--- config.mk ---
export PLATFORM = sky130hd
export DESIGN_NAME = digota_cal_ctrl
export DESIGN_NICKNAME = d
export VERILOG_FILES = /design/src/rtl/digota_pkg.sv /design/src/rtl/digota_sample_acc.sv /design/src/rtl/digota_cal_ctrl.sv
export SDC_FILE = /design/constraint.sdc
export NUM_CORES = 1
export LEC_CHECK = 0
export ABC_AREA = 0
export CORE_MARGIN = 10
export CORE_UTILIZATION = 50
export CTS_BUF_LIST = sky130_fd_sc_hd__clkbuf_8
export DETAILED_ROUTE_END_ITERATION = 10
export PLACE_DENSITY = 0.83
export SYNTH_ARGS = -nofsm -noshare
export SYNTH_HDL_FRONTEND = slang
export SYNTH_SLANG_ARGS = --single-unit
--- constraint.sdc ---
create_clock -name clk -period 2.9 [get_ports clk]
set_input_delay 0.29 -clock clk [delete_from_list [all_inputs] [get_ports clk]]
set_output_delay 0.29 -clock clk [all_outputs]
set_load 0.005 [all_outputs]
--- src/rtl/digota_pkg.sv ---
// digota_pkg: state encoding and trim-code constants shared by the OTA offset calibrator.
package digota_pkg;
    typedef enum logic [2:0] {IDLE, SETTLE, SAMPLE, DECIDE, FINISH, TRACK} state_t;
    localparam int TRACK_PERIOD = 256;
    function automatic int trim_mid(input int w);
        return 1 << (w - 1);
    endfunction
    function automatic int trim_max(input int w);
        return (1 << w) - 1;
    endfunction
endpackage

--- src/rtl/digota_sample_acc.sv ---
// digota_sample_acc: counts NAVG OTA samples and votes them into high/low/balanced flags.
// The low-side vote port only exists when DIGOTA_CAL_TRACK_EN is defined.
module digota_sample_acc
    import digota_pkg::*;
#(
    parameter int NAVG = 4
) (
    input  logic clk,
    input  logic rst_n,
    input  logic i_clr,
    input  logic i_en,
    input  logic i_ota_out,
    input  logic i_ota_en,
    output logic o_win_hi,
    output logic o_balanced,
    output logic o_sample_done
`ifdef DIGOTA_CAL_TRACK_EN
    ,
    output logic o_win_lo
`endif
);
    localparam int CW = $clog2(NAVG + 1);
    logic [CW-1:0] r_cnt, r_ones, r_bal;
    always_ff @(posedge clk) begin
        if (!rst_n || i_clr) begin
            r_cnt  <= '0;
            r_ones <= '0;
            r_bal  <= '0;
        end else if (i_en) begin
            r_cnt  <= r_cnt + 1'b1;
            r_ones <= r_ones + CW'(i_ota_en & i_ota_out);
            r_bal  <= r_bal + CW'(!i_ota_en);
        end
    end
    // The last sample lands on the same edge the FSM leaves SAMPLE, so the flags are final in DECIDE.
    assign o_sample_done = i_en && (r_cnt == CW'(NAVG - 1));
    assign o_win_hi      = r_ones > CW'(NAVG / 2);
    assign o_balanced    = r_bal == CW'(NAVG);
`ifdef DIGOTA_CAL_TRACK_EN
    assign o_win_lo      = r_ones < CW'(NAVG / 2);
`endif
endmodule

--- src/rtl/digota_cal_ctrl.sv ---
// digota_cal_ctrl: SAR offset-trim sequencer for the digital OTA comparator cell.
// Define DIGOTA_CAL_TRACK_EN to add periodic +/-1 background tracking after calibration.
module digota_cal_ctrl
    import digota_pkg::*;
#(
    parameter int TRIM_W     = 5,
    parameter int SETTLE_CYC = 8,
    parameter int NAVG       = 4
) (
    input  logic              clk,
    input  logic              rst_n,
    input  logic              start,
    input  logic              ota_out,
    input  logic              ota_en,
    output logic              cal_short,
    output logic [TRIM_W-1:0] trim_code,
    output logic              busy,
    output logic              done,
    output logic              cal_err
);
    localparam int BW = $clog2(TRIM_W);
    localparam int SW = $clog2(SETTLE_CYC + 1);
    localparam logic [TRIM_W-1:0] MID = TRIM_W'(trim_mid(TRIM_W));
    localparam logic [TRIM_W-1:0] MAX = TRIM_W'(trim_max(TRIM_W));

    state_t            r_state;
    logic [BW-1:0]     r_bit;
    logic [SW-1:0]     r_settle;
    logic [TRIM_W-1:0] r_trim;
    logic              r_cal_short, r_busy, r_done, r_cal_err;
    logic              w_win_hi, w_balanced, w_sample_done;
`ifdef DIGOTA_CAL_TRACK_EN
    logic                            w_win_lo, r_trk;
    logic [$clog2(TRACK_PERIOD)-1:0] r_tcnt;
    logic [TRIM_W-1:0]               w_trk_trim;
    always_comb begin
        w_trk_trim = (w_win_hi && r_trim != '0) ? r_trim - 1'b1 :
                     (w_win_lo && !w_balanced && r_trim != MAX) ? r_trim + 1'b1 : r_trim;
    end
`endif

    digota_sample_acc #(.NAVG(NAVG)) u_acc (
        .clk          (clk),
        .rst_n        (rst_n),
        .i_clr        (r_state == SETTLE),
        .i_en         (r_state == SAMPLE),
        .i_ota_out    (ota_out),
        .i_ota_en     (ota_en),
        .o_win_hi     (w_win_hi),
        .o_balanced   (w_balanced),
        .o_sample_done(w_sample_done)
`ifdef DIGOTA_CAL_TRACK_EN
        ,
        .o_win_lo     (w_win_lo)
`endif
    );

    always_ff @(posedge clk) begin
        if (!rst_n) begin
            r_state     <= IDLE;
            r_bit       <= '0;
            r_settle    <= '0;
            r_trim      <= MID;
            r_cal_short <= 1'b0;
            r_busy      <= 1'b0;
            r_done      <= 1'b0;
            r_cal_err   <= 1'b0;
`ifdef DIGOTA_CAL_TRACK_EN
            r_trk       <= 1'b0;
            r_tcnt      <= '0;
`endif
        end else begin
            r_done <= 1'b0;
            case (r_state)
                IDLE, TRACK: begin
                    if (start) begin
                        r_state     <= SETTLE;
                        r_bit       <= BW'(TRIM_W - 1);
                        r_settle    <= '0;
                        r_trim      <= MID;
                        r_cal_short <= 1'b1;
                        r_busy      <= 1'b1;
                        r_cal_err   <= 1'b0;
`ifdef DIGOTA_CAL_TRACK_EN
                        r_trk       <= 1'b0;
                    end else if (r_state == TRACK) begin
                        r_tcnt <= r_tcnt + 1'b1;
                        if (r_tcnt == '1) begin
                            r_state     <= SETTLE;
                            r_settle    <= '0;
                            r_cal_short <= 1'b1;
                            r_trk       <= 1'b1;
                        end
`endif
                    end
                end
                SETTLE: begin
                    r_settle <= r_settle + 1'b1;
                    if (r_settle == SW'(SETTLE_CYC - 1)) r_state <= SAMPLE;
                end
                SAMPLE: begin
                    if (w_sample_done) begin
                        r_state <= DECIDE;
`ifdef DIGOTA_CAL_TRACK_EN
                        if (r_trk) r_cal_short <= 1'b0;
`endif
                    end
                end
                DECIDE: begin
`ifdef DIGOTA_CAL_TRACK_EN
                    if (r_trk) begin
                        r_trim    <= w_trk_trim;
                        r_cal_err <= (w_trk_trim == '0) || (w_trk_trim == MAX);
                        r_trk     <= 1'b0;
                        r_tcnt    <= '0;
                        r_state   <= TRACK;
                    end else
`endif
                    begin
                        // A fully balanced window means this code is the answer; stop searching.
                        if (w_balanced) r_state <= FINISH;
                        else begin
                            if (w_win_hi) r_trim[r_bit] <= 1'b0;
                            if (r_bit == '0) r_state <= FINISH;
                            else begin
                                r_bit                <= r_bit - 1'b1;
                                r_trim[r_bit - 1'b1] <= 1'b1;
                                r_settle             <= '0;
                                r_state              <= SETTLE;
                            end
                        end
                    end
                end
                FINISH: begin
                    r_done      <= 1'b1;
                    r_busy      <= 1'b0;
                    r_cal_short <= 1'b0;
                    r_cal_err   <= (r_trim == '0) || (r_trim == MAX);
`ifdef DIGOTA_CAL_TRACK_EN
                    r_tcnt      <= '0;
                    r_state     <= TRACK;
`else
                    r_state     <= IDLE;
`endif
                end
                default: r_state <= IDLE;
            endcase
        end
    end

    assign cal_short = r_cal_short;
    assign trim_code = r_trim;
    assign busy      = r_busy;
    assign done      = r_done;
    assign cal_err   = r_cal_err;
endmodule

==> flow_summary_export.csv <==
group,metric,value,unit
worst_setup_path,required,3.06,ns
place,port_buffers,13,
logic_synthesis,async_flop_share,0,
timing,worstMarginPinSlew,0.6757,ns
timing,max_freq,494.4,MHz
timing,fin_crit_sh,0.6975,
grt,grt_first_pass_wirelength,4.926,mm
layout,seq_area,540.5,µm²
timing,max-slew-margin-rel,0.5465,
timing,hold_violations,0,
worst_setup_path,worstSetupPathType,"flip-flop to flip-flop",
floorplan,dieWidth,73.86,µm
grt,grt_remaining_overflow,0,
drt,drc_errors,0,
logic_synthesis,synth.largest_area_cell,"dfxtp_1",
grt,grt.busiest_layer,"met2",
clocking,postCtsSetupRepairBufs,0,
clocking,clock_latency,0.28,ns
clocking,numCtsBuffers,3,
timing,report.final.slew_viol_count,0,
clocking,cts_hold_buf,0,
floorplan,placementRows,19,
worst_setup_path,cp.arrival,2.19,ns
worst_setup_path,cp_max_fo,9,
clocking,cts-htree-levels,1,
drt,dr.pass1.iters,4,
layout,diodes,0,
grt,grt.total_usage,0.1113,
clocking,clock_sinks,27,
logic_synthesis,synth-seq-cells,27,
timing,timing.final.ws_setup,0.8772,ns
timing,rsz0062_at_grt,"no",
floorplan,start_util,0.5259,
drt,vias,1216,
clocking,cts.clk_slew.worst_paths,0.10,ns
run_status,status,"finished clean",
floorplan,die-area,0.005455,mm²
logic_synthesis,avgSynthCellArea,9.063,µm²
logic_synthesis,synth_cell_types,47,
logic_synthesis,yosysTopAreaCellShare,0.3727,
grt,grt_pass1_vias,1132,
power_and_ir_drop,irDropWorstVdd,0.3234,mV
layout,multi_input_area,832.0,µm²
run,drv_cap,0,
logic_synthesis,synth.area.top_cells,"dfxtp_1, ha_1, mux2i_1",
grt,antenna_found_initial,0,
layout,syn_to_final_growth,11.82,%
layout,layout.nets,185,
logic_synthesis,synthCells,160,
logic_synthesis,yosysWarnings,0,
layout,nFillCells,235,
logic_synthesis,ys_seq_area_frac,0.3727,
logic_synthesis,synth_common_cells,"dfxtp_1, nor2_1, nand2_1",
clocking,cts_buffer_depth,2,
worst_setup_path,rrSetupSlack,0.88,ns
worst_setup_path,cp-end-kind,"flip-flop",
power_and_ir_drop,power_density,418.8,mW/mm²
grt,grt_max_degree,18,
layout,drive_gt1_frac,0.06471,
grt,gr-usage-met2,0.1847,
grt,met1_usage,0.1300,
worst_setup_path,cp-start-kind,"flip-flop",
logic_synthesis,ys.flop_type,"dfxtp_1",
clocking,cts_tree,"yes",
drt,vias_per_cell,6.050,
place,hpwlAfterDp,2.290,mm
clocking,cts_resized,0,
place,place_ws,0.9657,ns
power_and_ir_drop,finalPower,0.6791,mW
drt,dr.first_iter.drc_count,105,
power_and_ir_drop,leakage,0.6122,nW
timing,finalCriticalPeriod,2.023,ns
drt,wirelength,3.004,mm
floorplan,fp.coreArea,0.002758,mm²
logic_synthesis,synth_edf_count,0,
logic_synthesis,synth_most_common_cell,"dfxtp_1",
drt,wire_per_inst,14.95,µm
place,globalplace.congestion,0.8702,
floorplan,die_h,73.86,µm
timing,final.setup.tns,0,ns
clocking,root_buffer,"clkbuf_8",
logic_synthesis,syn-num-nets,174,
floorplan,io_pins,14,
timing,setup_viol,0,
timing,skew,0.01048,ns
min_path,hp-class,"flip-flop to flip-flop",
drt,ant_nets,0,
grt,met3_usage,0.02557,
logic_synthesis,synthesis.area,0.001450,mm²
## flip-flops by register name (all words and copies together) (netlist names), 3 cells and up
name	cells
r_settle	4
r_bit	3
u_acc.r_bal	3
u_acc.r_ones	3
trim_code	5
u_acc.r_cnt	3
r_state	3
## final timing paths
kind / from / endpoint / cells after the start
setup / recovery: r_bit[0]$_SDFFE_PN0P_ / r_settle[3]$_SDFFE_PN0P_ / 6
hold / removal: r_settle[1]$_SDFFE_PN0P_ / r_settle[1]$_SDFFE_PN0P_ / 2
setup reg to reg: r_bit[0]$_SDFFE_PN0P_ / r_settle[3]$_SDFFE_PN0P_ / 6
hold reg to reg: r_settle[1]$_SDFFE_PN0P_ / r_settle[1]$_SDFFE_PN0P_ / 2
## through the flow
step                hold WS, ns  instance area (µm²)  instances  utilization
finish                   0.5112                 1622        201       0.5880
detailed placement       0.4946                 1572        197       0.5699
global placement         0.4809                 1572        197       0.5699
CTS                      0.5095                 1622        201       0.5880
global route             0.5401                 1622        201       0.5880
floorplan                0.4600                 1450        160            -
## worst max-delay path, cell delays in order (launching register included)
cell       delay [ns]
dfxtp_1          0.50
inv_1            0.13
ha_1             0.22
ha_1             0.27
nor3_1           0.40
o2111ai_1        0.22
mux2i_1          0.15
## metal layers
metal / share of wire / vias to the layer above
met5: 0 / -
met4: 0.020 / 0
met3: 0.062 / 9
met2: 0.48 / 50
met1: 0.44 / 557
li1: - / 600
## layout by cell type (no fill, tap or decap), types with 2 or more instances in the layout
cell | Yosys | final
a21oi_1 | 6 | 6
and2_1 | 3 | 3
clkbuf_8 | 0 | 3
clkdlybuf4s50_1 | 0 | 13
dfxtp_1 | 27 | 27
ha_1 | 9 | 9
inv_1 | 6 | 6
mux2i_1 | 9 | 9
nand2_1 | 11 | 11
nand2b_1 | 2 | 2
nand3_1 | 8 | 8
nor2_1 | 13 | 13
nor3_1 | 6 | 6
nor3b_1 | 4 | 4
nor4_1 | 3 | 3
o21a_1 | 2 | 2
o21ai_0 | 6 | 6
o21ai_1 | 3 | 3
o22ai_1 | 2 | 2
o311ai_1 | 2 | 2
o32ai_1 | 2 | 2
or3_1 | 3 | 3
or4_1 | 2 | 2
xor2_1 | 2 | 2
## kinds of logic after synthesis
family                     share of synthesized area
AOI/OAI and AO/OA                             0.1501
xor gates and xnor gates                     0.02934
adders and majority gates                    0.07765
buffers and inverters                        0.05349
DFF                                           0.3727
muxes                                        0.06213
and+or+nand+nor                               0.2545
## power by group
| group | leakage, nW | internal, mW | total, mW | switching (mW) |
|---|---|---|---|---|
| Sequential | 0.219 | 0.377 | 0.386 | 0.00914 |
| Combinational | 0.367 | 0.0289 | 0.0670 | 0.0381 |
| Clock | 0.0261 | 0.101 | 0.226 | 0.125 |
## layout make-up
| class | instances | area share |
|---|---|---|
| inverters | 6 | 0.01389 |
| clock inverters | 1 | 0.005401 |
| well taps | 31 | 0.02392 |
| repair buffers | 14 | 0.08488 |
| flip-flops and latches | 27 | 0.3333 |
| multi-input cells | 119 | 0.5131 |
| clock buffers | 3 | 0.02546 |
Note: power is estimated with default switching activity, not from simulation.
